<file path="config.mk">
export PLATFORM = sky130hd
export DESIGN_NAME = rf_port_arbiter
export DESIGN_NICKNAME = d
export VERILOG_FILES = /design/src/rtl/rf_port_arbiter.sv
export SDC_FILE = /design/constraint.sdc
export NUM_CORES = 1
export LEC_CHECK = 0
export ABC_CLOCK_PERIOD_IN_PS = 3700
export CAP_MARGIN = 10
export CORE_MARGIN = 2
export CORE_UTILIZATION = 47
export CTS_CLUSTER_SIZE = 12
export DETAILED_ROUTE_END_ITERATION = 8
export HOLD_SLACK_MARGIN = 0.06
export PLACE_DENSITY_LB_ADDON = 0.25
export SKIP_LAST_GASP = 1
export SLEW_MARGIN = 30
export SYNTH_ARGS = -nofsm -noshare
export SYNTH_HDL_FRONTEND = slang
export SYNTH_SLANG_ARGS = --single-unit
</file>
<file path="constraint.sdc">
create_clock -name clk -period 3.7 [get_ports clk]
set_input_delay 0.74 -clock clk [delete_from_list [all_inputs] [get_ports clk]]
set_output_delay 0.74 -clock clk [all_outputs]
set_load 0.005 [all_outputs]
</file>
<file path="src/rtl/rf_port_arbiter.sv">
// Two-port arbiter for a shared bank of one-hot-selected tri-state registers.
// Each grant runs a fixed IDLE -> ACCESS -> RESP sequence; every output is a flop.
module rf_port_arbiter #(
  parameter int NREG = 16,
  parameter int AW   = 4,
  parameter int DW   = 16
) (
  input  logic            clk,
  input  logic            rst,
  input  logic            p0_req,
  input  logic            p0_we,
  input  logic [AW-1:0]   p0_wa,
  input  logic [DW-1:0]   p0_wd,
  input  logic [AW-1:0]   p0_ra,
  input  logic [AW-1:0]   p0_rb,
  output logic            p0_gnt,
  output logic            p0_vld,
  output logic [DW-1:0]   p0_qa,
  output logic [DW-1:0]   p0_qb,
  input  logic            p1_req,
  input  logic            p1_we,
  input  logic [AW-1:0]   p1_wa,
  input  logic [DW-1:0]   p1_wd,
  input  logic [AW-1:0]   p1_ra,
  input  logic [AW-1:0]   p1_rb,
  output logic            p1_gnt,
  output logic            p1_vld,
  output logic [DW-1:0]   p1_qa,
  output logic [DW-1:0]   p1_qb,
  output logic            busy,
  output logic [NREG-1:0] rf_en,
  output logic [NREG-1:0] rf_sela,
  output logic [NREG-1:0] rf_selb,
  output logic [DW-1:0]   rf_d,
  input  logic [DW-1:0]   rf_a,
  input  logic [DW-1:0]   rf_b
);

  typedef enum logic [1:0] {IDLE, ACCESS, RESP} state_t;

  state_t state, state_d;
  logic   prio;   // 1: p1 wins a tie
  logic   win;    // port that owns the current transaction
  logic   take;   // IDLE is accepting a request this cycle
  logic   sel;    // port chosen from the current requests

  logic          sel_we;
  logic [AW-1:0] sel_wa, sel_ra, sel_rb;
  logic [DW-1:0] sel_wd;

  // Addresses beyond the populated bank decode to no register at all.
  function automatic logic [NREG-1:0] onehot(input logic [AW-1:0] a);
    logic [NREG-1:0] v;
    v = '0;
    if (int'(a) < NREG) v[a] = 1'b1;
    return v;
  endfunction

  assign sel_we = sel ? p1_we : p0_we;
  assign sel_wa = sel ? p1_wa : p0_wa;
  assign sel_wd = sel ? p1_wd : p0_wd;
  assign sel_ra = sel ? p1_ra : p0_ra;
  assign sel_rb = sel ? p1_rb : p0_rb;

  // NOTE: every signal written here gets a default first, so no path through
  // the case can leave it unassigned and infer a latch.
  always_comb begin
    state_d = state;
    take    = 1'b0;
    sel     = p1_req & (~p0_req | prio);
    unique case (state)
      IDLE: begin
        if (p0_req || p1_req) begin
          take    = 1'b1;
          state_d = ACCESS;
        end
      end
      ACCESS:  state_d = RESP;
      RESP:    state_d = IDLE;
      default: state_d = IDLE;
    endcase
  end

  // NOTE: state uses non-blocking assignments so every flop samples the
  // pre-edge values, independent of statement order.
  always_ff @(posedge clk) begin
    if (rst) begin
      state   <= IDLE;
      prio    <= 1'b0;
      win     <= 1'b0;
      busy    <= 1'b0;
      p0_gnt  <= 1'b0;
      p1_gnt  <= 1'b0;
      p0_vld  <= 1'b0;
      p1_vld  <= 1'b0;
      p0_qa   <= '0;
      p0_qb   <= '0;
      p1_qa   <= '0;
      p1_qb   <= '0;
      rf_en   <= '0;
      rf_sela <= '0;
      rf_selb <= '0;
      rf_d    <= '0;
    end else begin
      state   <= state_d;
      busy    <= (state_d != IDLE);
      p0_gnt  <= take & ~sel;
      p1_gnt  <= take & sel;
      rf_sela <= take ? onehot(sel_ra) : '0;
      rf_selb <= take ? onehot(sel_rb) : '0;
      rf_en   <= (take && sel_we) ? onehot(sel_wa) : '0;
      rf_d    <= (take && sel_we) ? sel_wd : '0;
      p0_vld  <= (state == ACCESS) && !win;
      p1_vld  <= (state == ACCESS) && win;
      if (take) begin
        win  <= sel;
        prio <= ~sel;
      end
      // Buses are sampled at the same edge the write lands, so reads see old data.
      if (state == ACCESS) begin
        if (win) begin
          p1_qa <= rf_a;
          p1_qb <= rf_b;
        end else begin
          p0_qa <= rf_a;
          p0_qb <= rf_b;
        end
      end
    end
  end

endmodule
</file>
-- Word-level counts from Yosys, hierarchy flattened
Cells that the tools add are included.
- register bits: 137
- input bits: 94
- output and inout bits: 133
- $lt $le $gt $ge: 6
- equal/unequal tests: 1
- muxes and demuxes: 15
- bitwise gates (word level): 9
- reduce and logical (&&, ||, !) cells: 14
- operator list (kind ; count):
    $mux 16 ; 1
    $lt 4x5->1 const B ; 3
    $demux 1 s4 ; 3
    $ge 4x1->1 const B ; 3
    $mux 4 ; 3
    $logic_and 1x1->1 ; 6
    $mux 1 ; 6
    $not 1->1 ; 5
    $pmux 2 s2 ; 1
    $reduce_and 2->1 ; 2
    $reduce_or 2->1 ; 2
    $and 1x1->1 ; 3
    $eq 2x1->1 const B ; 1
    $logic_not 2->1 ; 1
    $mux 2 ; 1
    $reduce_bool 2->1 ; 1
    $logic_not 1->1 ; 1
    $logic_or 1x1->1 ; 1
    $or 1x1->1 ; 1

-- Logic depth before layout (Yosys ltp)
Gate-level depths: netlist of the first run.
- depth after elaboration: 8
- mapped depth: 6
- mapped depth without buffers: 3

-- Worst setup path before layout of the first run
No wires, ideal clock.
- kind: input-to-reg
- start point: input p1_req
- end point: register busy
- library setup time: 0.119 ns
- arrival: 1.612 ns
- data required time: 3.581 ns
- setup slack: 1.969 ns
- stages on the path: 5
- buffers on the path: 3
- cells stage by stage: buf_2 > buf_2 > o21ai_1 > buf_2 > nand2_1
- cells in the longest elaborated chain, start to end: 4
- ends and longest elaborated chain (item ; RTL line ; source):
    start: declaration ; 20 ; input logic p1_req,
    $logic_or 1x1->1 ; 73 ; if (p0_req || p1_req) begin
    $mux 2 ; 73 ;
    $pmux 2 s2 ; 71 ; unique case (state)
    $reduce_bool 2->1 ; 106 ; busy <= (state_d != IDLE);
    end signal: assignment ; 106 ;
    end: declaration ; 30 ; output logic busy,
Every way passes these cells.
A chain may end at the register's enable or synchronous reset.

-- Worst setup path after layout of the first run
- start point: input p0_req
- end point: register rf_selb[1]
- cells in the longest elaborated chain, start to end: 8
- ends and longest elaborated chain (item ; RTL line ; source):
    start: declaration ; 10 ; input logic p0_req,
    $not 1->1 ; 70 ; sel = p1_req & (~p0_req | prio);
    $or 1x1->1 ; 70 ;
    $and 1x1->1 ; 70 ;
    $mux 4 ; 63 ; assign sel_rb = sel ? p1_rb : p0_rb;
    $lt 4x5->1 (not written as such) / $ge 4x1->1 (equally long branches) ; 55 ; if (int'(a) < NREG) v[a] = 1'b1;
    $logic_and 1x1->1 (not written as such) ; 55 ;
    $mux 1 (not written as such) ; 55 ;
    $demux 1 s4 ; 55 ;
    end signal: assignment ; 110 ; rf_selb <= take ? onehot(sel_rb) : '0;
    end: declaration ; 33 ; output logic [NREG-1:0] rf_selb,
Several ways; a longest one is shown, not always the timed one.

==> flow_summary.ini, run 1 <==
[die]
core_area_sq_um = 11470
start_util_pct = 48.54
io_pins = 227
dieWidth_microns = 112.8
rows = 39
dieArea_sq_um = 12730
chipHeight_microns = 112.8

[yosys]
yosys.area.top_type_share_pct = 49.27
avgSynthCellArea_sq_um = 8.538
synth_compound_area_share_pct = 23.15
synth_mux_area_share_pct = 0
ys_warn_count = 0
yosysSeqAreaShare_pct = 49.27
synth-xor-area-share_pct = 0
synth_fp_nets = 746
synth.distinct_cells = 30
syn_inst = 652
netlist_area_sq_um = 5567
ys_ff_latch = 137
synth_top_family_by_area = compound AO/OA/AOI/OAI gates
synth_fa_ha_area_share_pct = 0
synth_top_cell_by_area = dfxtp_1
synth_area_leaders = dfxtp_1 49%, nand2_1 9.2%, a21oi_1 8.8%
synth_simple_gate_area_share_pct = 22.25

[clock_tree]
numCtsBuffers = 17
cts_setup_buffers = 0
clk_latency_ps = 410
cts_resized = 0
htreeDepth = 4
cts_tree = yes
clk_pin_slew_ps = 60
clockBufferDepth = 2
clockRootBuffer = clkbuf_16
clock_sinks = 137
cts_hold_buf = 0

[finish]
final_cell_mix = 224 x clkdlybuf4s50_1, 137 x dfxtp_1, 136 x nand2_1
finalNonFillerCells = 1003
multi_input_area_sq_um = 2544
drive_gt1_share_pct = 5.814
antennaDiodeCount = 0
layout.area.seq_sq_um = 2743
nFillCells = 877
final_nets = 941
stdcell_area_sq_um = 8407
finalCoreUtilization_pct = 73.31
syn_to_final_growth_pct = 51.02
final_common_cell = clkdlybuf4s50_1

[sta]
tns_ps = 0
min_period_ps = 2302
fin_ws_ps = 1398
finalCritPeriodShare_pct = 62.21
slew_headroom_pct = 53.37
hold_violations = 0
max_freq_mhz = 434.4
tightestPinTransition_ps = 699.4
final-setup-viol-count = 0
fin_skew_ps = 11.77
slew_violations = 0
rsz0062_at_grt = no

[setup_path]
startpoint_type = input pin
critPathMaxFanout = 63
critPathKind = in -> reg
crit_path_end_kind = register
crit_chain = clkdlybuf4s50_1 -> nand2b_4 -> buf_12 -> a2111o_1 -> a21oi_1
timing.critical_path.slowest_cell_delay_ps = 620
cp.arrival_ps = 2640
cp_slowest_cell = clkdlybuf4s50_1
required_ps = 4040

[global_routing]
overflow = 0
grt_pass1_vias = 5397
grt_use_total_pct = 25.39
grt_max_degree = 71
grt_antenna_before_repair = 0
grt_pass1_wl_microns = 26500

[worst_hold_path]
hp-class = reg -> reg

[flow_run]
drv_cap = 0

[route]
vias = 5738
drc_errors = 0
antenna_left = 0
via_per_inst = 5.721
wl_per_cell_microns = 16.60
drt_iter0_markers = 557
drt_pass1_iterations = 6
wl_microns = 16650

[placement]
preCtsSetupSlack_ps = 1012
dpl.cell_count = 971
place_area_sq_um = 7811
portBuffers = 226
place_hpwl_microns = 11300
gp_congestion = 0.8828

[status]
status = completed

[pwr]
powerDensity_nw_per_um2 = 441.6
power_leakage_nw = 2.813
vdd_drop_max_uv = 311.3
[registers in the layout, summed over array words and instances, names as in the netlist, 2 cells and up]
register  cells
rf_sela      16
p1_qa        16
rf_d         16
rf_en        16
rf_selb      16
p0_qb        16
state         2
p1_qb        16
p0_qa        16
[stage by stage]
stage               power, mW  hold WS, ps
finish                  3.713        453.2
global route            3.849        478.1
CTS                     3.740        454.0
detailed placement      2.055        447.1
global placement        2.045        441.2
floorplan               1.802        446.0
[critical path, delay by kind of cell]
family | cells | cell delay [ps]
AND/OR/NAND/NOR | 1 | 340
buffers and inverters | 2 | 950
AO/OA/AOI/OAI | 2 | 590
[cells by family after synthesis]
| logic type | after synthesis |
|---|---|
| flip-flops | 137 |
| AO/OA/AOI/OAI | 197 |
| AND/OR/NAND/NOR | 256 |
| buffers and inverters | 62 |
[synthesized netlist by cell type]
master / number
nor2b_1: 14
nor3b_2: 1
a311oi_1: 1
and2_1: 6
nor4_1: 3
clkbuf_1: 25
buf_1: 3
a2111o_1: 18
nand2b_1: 12
nand3_1: 17
and3_1: 2
a211o_1: 27
o21ai_0: 18
a21bo_2: 1
nand4_1: 50
nand2_1: 136
buf_2: 27
nand3b_1: 1
and3b_1: 1
or3b_2: 1
inv_1: 3
or3b_1: 1
o21ai_1: 2
nand2b_2: 1
nor2_1: 9
nor3_2: 1
buf_6: 4
a22oi_1: 32
dfxtp_1: 137
a21oi_1: 98
[path summary, 6_finish.rpt]
path | cells after the start | slack (ps) | to | startpoint
worst max register to register | 4 | 1960 | rf_selb[1] | prio
worst min register to register | 2 | 450 | p1_qb[4] | p1_qb[4]
worst max-delay path | 5 | 1400 | rf_selb[1] | p0_req
worst min-delay path | 2 | 450 | p1_qb[4] | p1_qb[4]
[where the power goes]
part	total, mW	switching, mW	leakage (nW)	internal, mW
clock	1.68	0.647	0.280	1.04
combinational	0.477	0.245	1.42	0.233
sequential	1.55	0.0259	1.11	1.53
[metal layers]
| metal | GRT usage, % | part of all wire (%) | vias to the layer above |
|---|---|---|---|
| met5 | 0 | 0 | - |
| met1 | 30.00 | 39 | 2712 |
| li1 | - | - | 2740 |
| met3 | 7.552 | 8.5 | 32 |
| met2 | 44.15 | 51 | 254 |
| met4 | 8.455 | 1.6 | 0 |
[cell type report]
cell class / count / share of cell area, %
inverter: 3 / 0.1339
multi-input combinational: 453 / 30.26
tap: 143 / 2.128
clock buffer: 20 / 5.432
sequential: 137 / 32.62
timing repair buffer: 235 / 27.77
clock inverter: 12 / 1.652
Note: power is estimated with default switching activity, not from simulation.
==> run 2, diff against run 1 <==
--- a/config.mk
+++ b/config.mk
@@ -5,10 +5,10 @@
 export SDC_FILE = /design/constraint.sdc
 export NUM_CORES = 1
 export LEC_CHECK = 0
-export ABC_CLOCK_PERIOD_IN_PS = 3700
+export ABC_CLOCK_PERIOD_IN_PS = 1900
 export CAP_MARGIN = 10
 export CORE_MARGIN = 2
-export CORE_UTILIZATION = 47
+export CORE_UTILIZATION = 39
 export CTS_CLUSTER_SIZE = 12
 export DETAILED_ROUTE_END_ITERATION = 8
 export HOLD_SLACK_MARGIN = 0.06
==> constraint.sdc (replaced) <==
create_clock -name clk -period 1.9 [get_ports clk]
set_input_delay 0.38 -clock clk [delete_from_list [all_inputs] [get_ports clk]]
set_output_delay 0.38 -clock clk [all_outputs]
set_load 0.005 [all_outputs]
==> flow_summary.ini, run 2 (synthesis gave the netlist of run 1 again) <==
[clock_tree]
cts_resized = 0
htreeDepth = 4
clockRootBuffer = clkbuf_16
clock_sinks = 137
numCtsBuffers = 17
cts_setup_buffers = 0
clk_pin_slew_ps = 60
clk_latency_ps = 410
clockBufferDepth = 2
cts_tree = yes
cts_hold_buf = 0

[sta]
final-setup-viol-count = 0
finalCritPeriodShare_pct = 87.73
slew_headroom_pct = 57.48
slew_violations = 0
min_period_ps = 1667
tightestPinTransition_ps = 637.8
hold_violations = 0
fin_ws_ps = 233.2
max_freq_mhz = 599.9
rsz0062_at_grt = no
fin_skew_ps = 10.19

[pwr]
power_leakage_nw = 2.965
powerDensity_nw_per_um2 = 895.6
vdd_drop_max_uv = 781.6

[placement]
portBuffers = 226
preCtsSetupSlack_ps = -38.35
gp_congestion = 0.9002
place_area_sq_um = 8039
place_hpwl_microns = 11800

[finish]
final_common_cell = clkdlybuf4s50_1
syn_to_final_growth_pct = 56.60
stdcell_area_sq_um = 8717
antennaDiodeCount = 0
final_nets = 957
drive_gt1_share_pct = 7.086
nFillCells = 1176
finalCoreUtilization_pct = 62.56
final_cell_mix = 224 x clkdlybuf4s50_1, 137 x dfxtp_1, 136 x nand2_1
multi_input_area_sq_um = 2542
layout.area.seq_sq_um = 2743

[setup_path]
critPathKind = reg -> out
cp_slowest_cell = clkdlybuf4s50_1
crit_chain = clkdlybuf4s50_1
cp_top_family = buffers and inverters
timing.critical_path.slowest_cell_delay_ps = 520
cp.arrival_ps = 1290
critPathMaxFanout = 1
path_buf_inv = 1
required_ps = 1520
startpoint_type = register
crit_path_end_kind = output pin

[route]
via_per_inst = 5.390
drt_iter0_markers = 470
drt_pass1_iterations = 6
wl_per_cell_microns = 15.91
drc_errors = 0
wl_microns = 16790
vias = 5686
antenna_left = 0

[global_routing]
grt_pass1_vias = 5116
grt_max_degree = 66
overflow = 0
grt_use_total_pct = 21.41
grt_pass1_wl_microns = 25400
grt_antenna_before_repair = 0

[die]
io_pins = 227
dieWidth_microns = 123.5
dieArea_sq_um = 15240
rows = 43
start_util_pct = 39.95
core_area_sq_um = 13930
chipHeight_microns = 123.5

[flow_run]
drv_cap = 0

[status]
status = completed

[worst_hold_path]
hp-class = in -> reg
[run 2: cell types whose count changed in the layout (fill, tap and decap cells not counted), moves of 2 or more]
cell,previous run,this run
buf_12,1,6
clkinvlp_4,4,1
clkbuf_8,2,0
inv_6,4,2
bufinv_16,2,7
buf_4,9,20
[run 2: where the power goes]
| part | internal [mW] | switching [mW] | total [mW] | leakage, nW |
|---|---|---|---|---|
| Sequential | 2.97 | 0.0496 | 3.02 | 1.11 |
| Clock | 2.59 | 1.22 | 3.81 | 0.328 |
| Combinational | 0.496 | 0.481 | 0.978 | 1.53 |
| Total | 6.06 | 1.75 | 7.81 | 2.97 |
[run 2: stage by stage]
stage	cells	setup TNS [ps]	hold slack, ps	total power, mW
2_1_floorplan	652	0	446.0	3.509
3_3_place_gp	1024	0	441.1	4.039
3_5_place_dp	1024	-510.1	445.4	4.058
4_1_cts	1055	0	203.5	7.868
5_1_grt	1055	0	231.2	8.086
6_report	1055	0	216.0	7.807
[run 2: area by class of cell]
| type | instances | share of cell area [%] |
|---|---|---|
| clock buffer | 19 | 4.966 |
| clock inverter | 12 | 2.813 |
| inverter | 3 | 0.1292 |
| multi-input combinational | 453 | 29.17 |
| sequential | 137 | 31.46 |
| tap | 180 | 2.584 |
| timing repair buffer | 251 | 28.88 |
[run 2: final timing paths]
path                                 start  slack (ps)         end  cells past startpoint
worst min register to register    p1_qa[9]         450    p1_qa[9]                      2
worst max register to register        prio         420   rf_en[14]                      5
worst max-delay path            rf_sela[0]         230  rf_sela[0]                      1
worst min-delay path                   rst         220         win                      2
[run 2: metal layers]
layer / track usage (%) / vias to the layer above / share of wire, %
li1: - / 2772 / -
met1: 26.64 / 2630 / 41
met2: 35.03 / 261 / 49
met3: 6.688 / 23 / 8.2
met4: 7.315 / 0 / 1.7
met5: 0 / - / 0
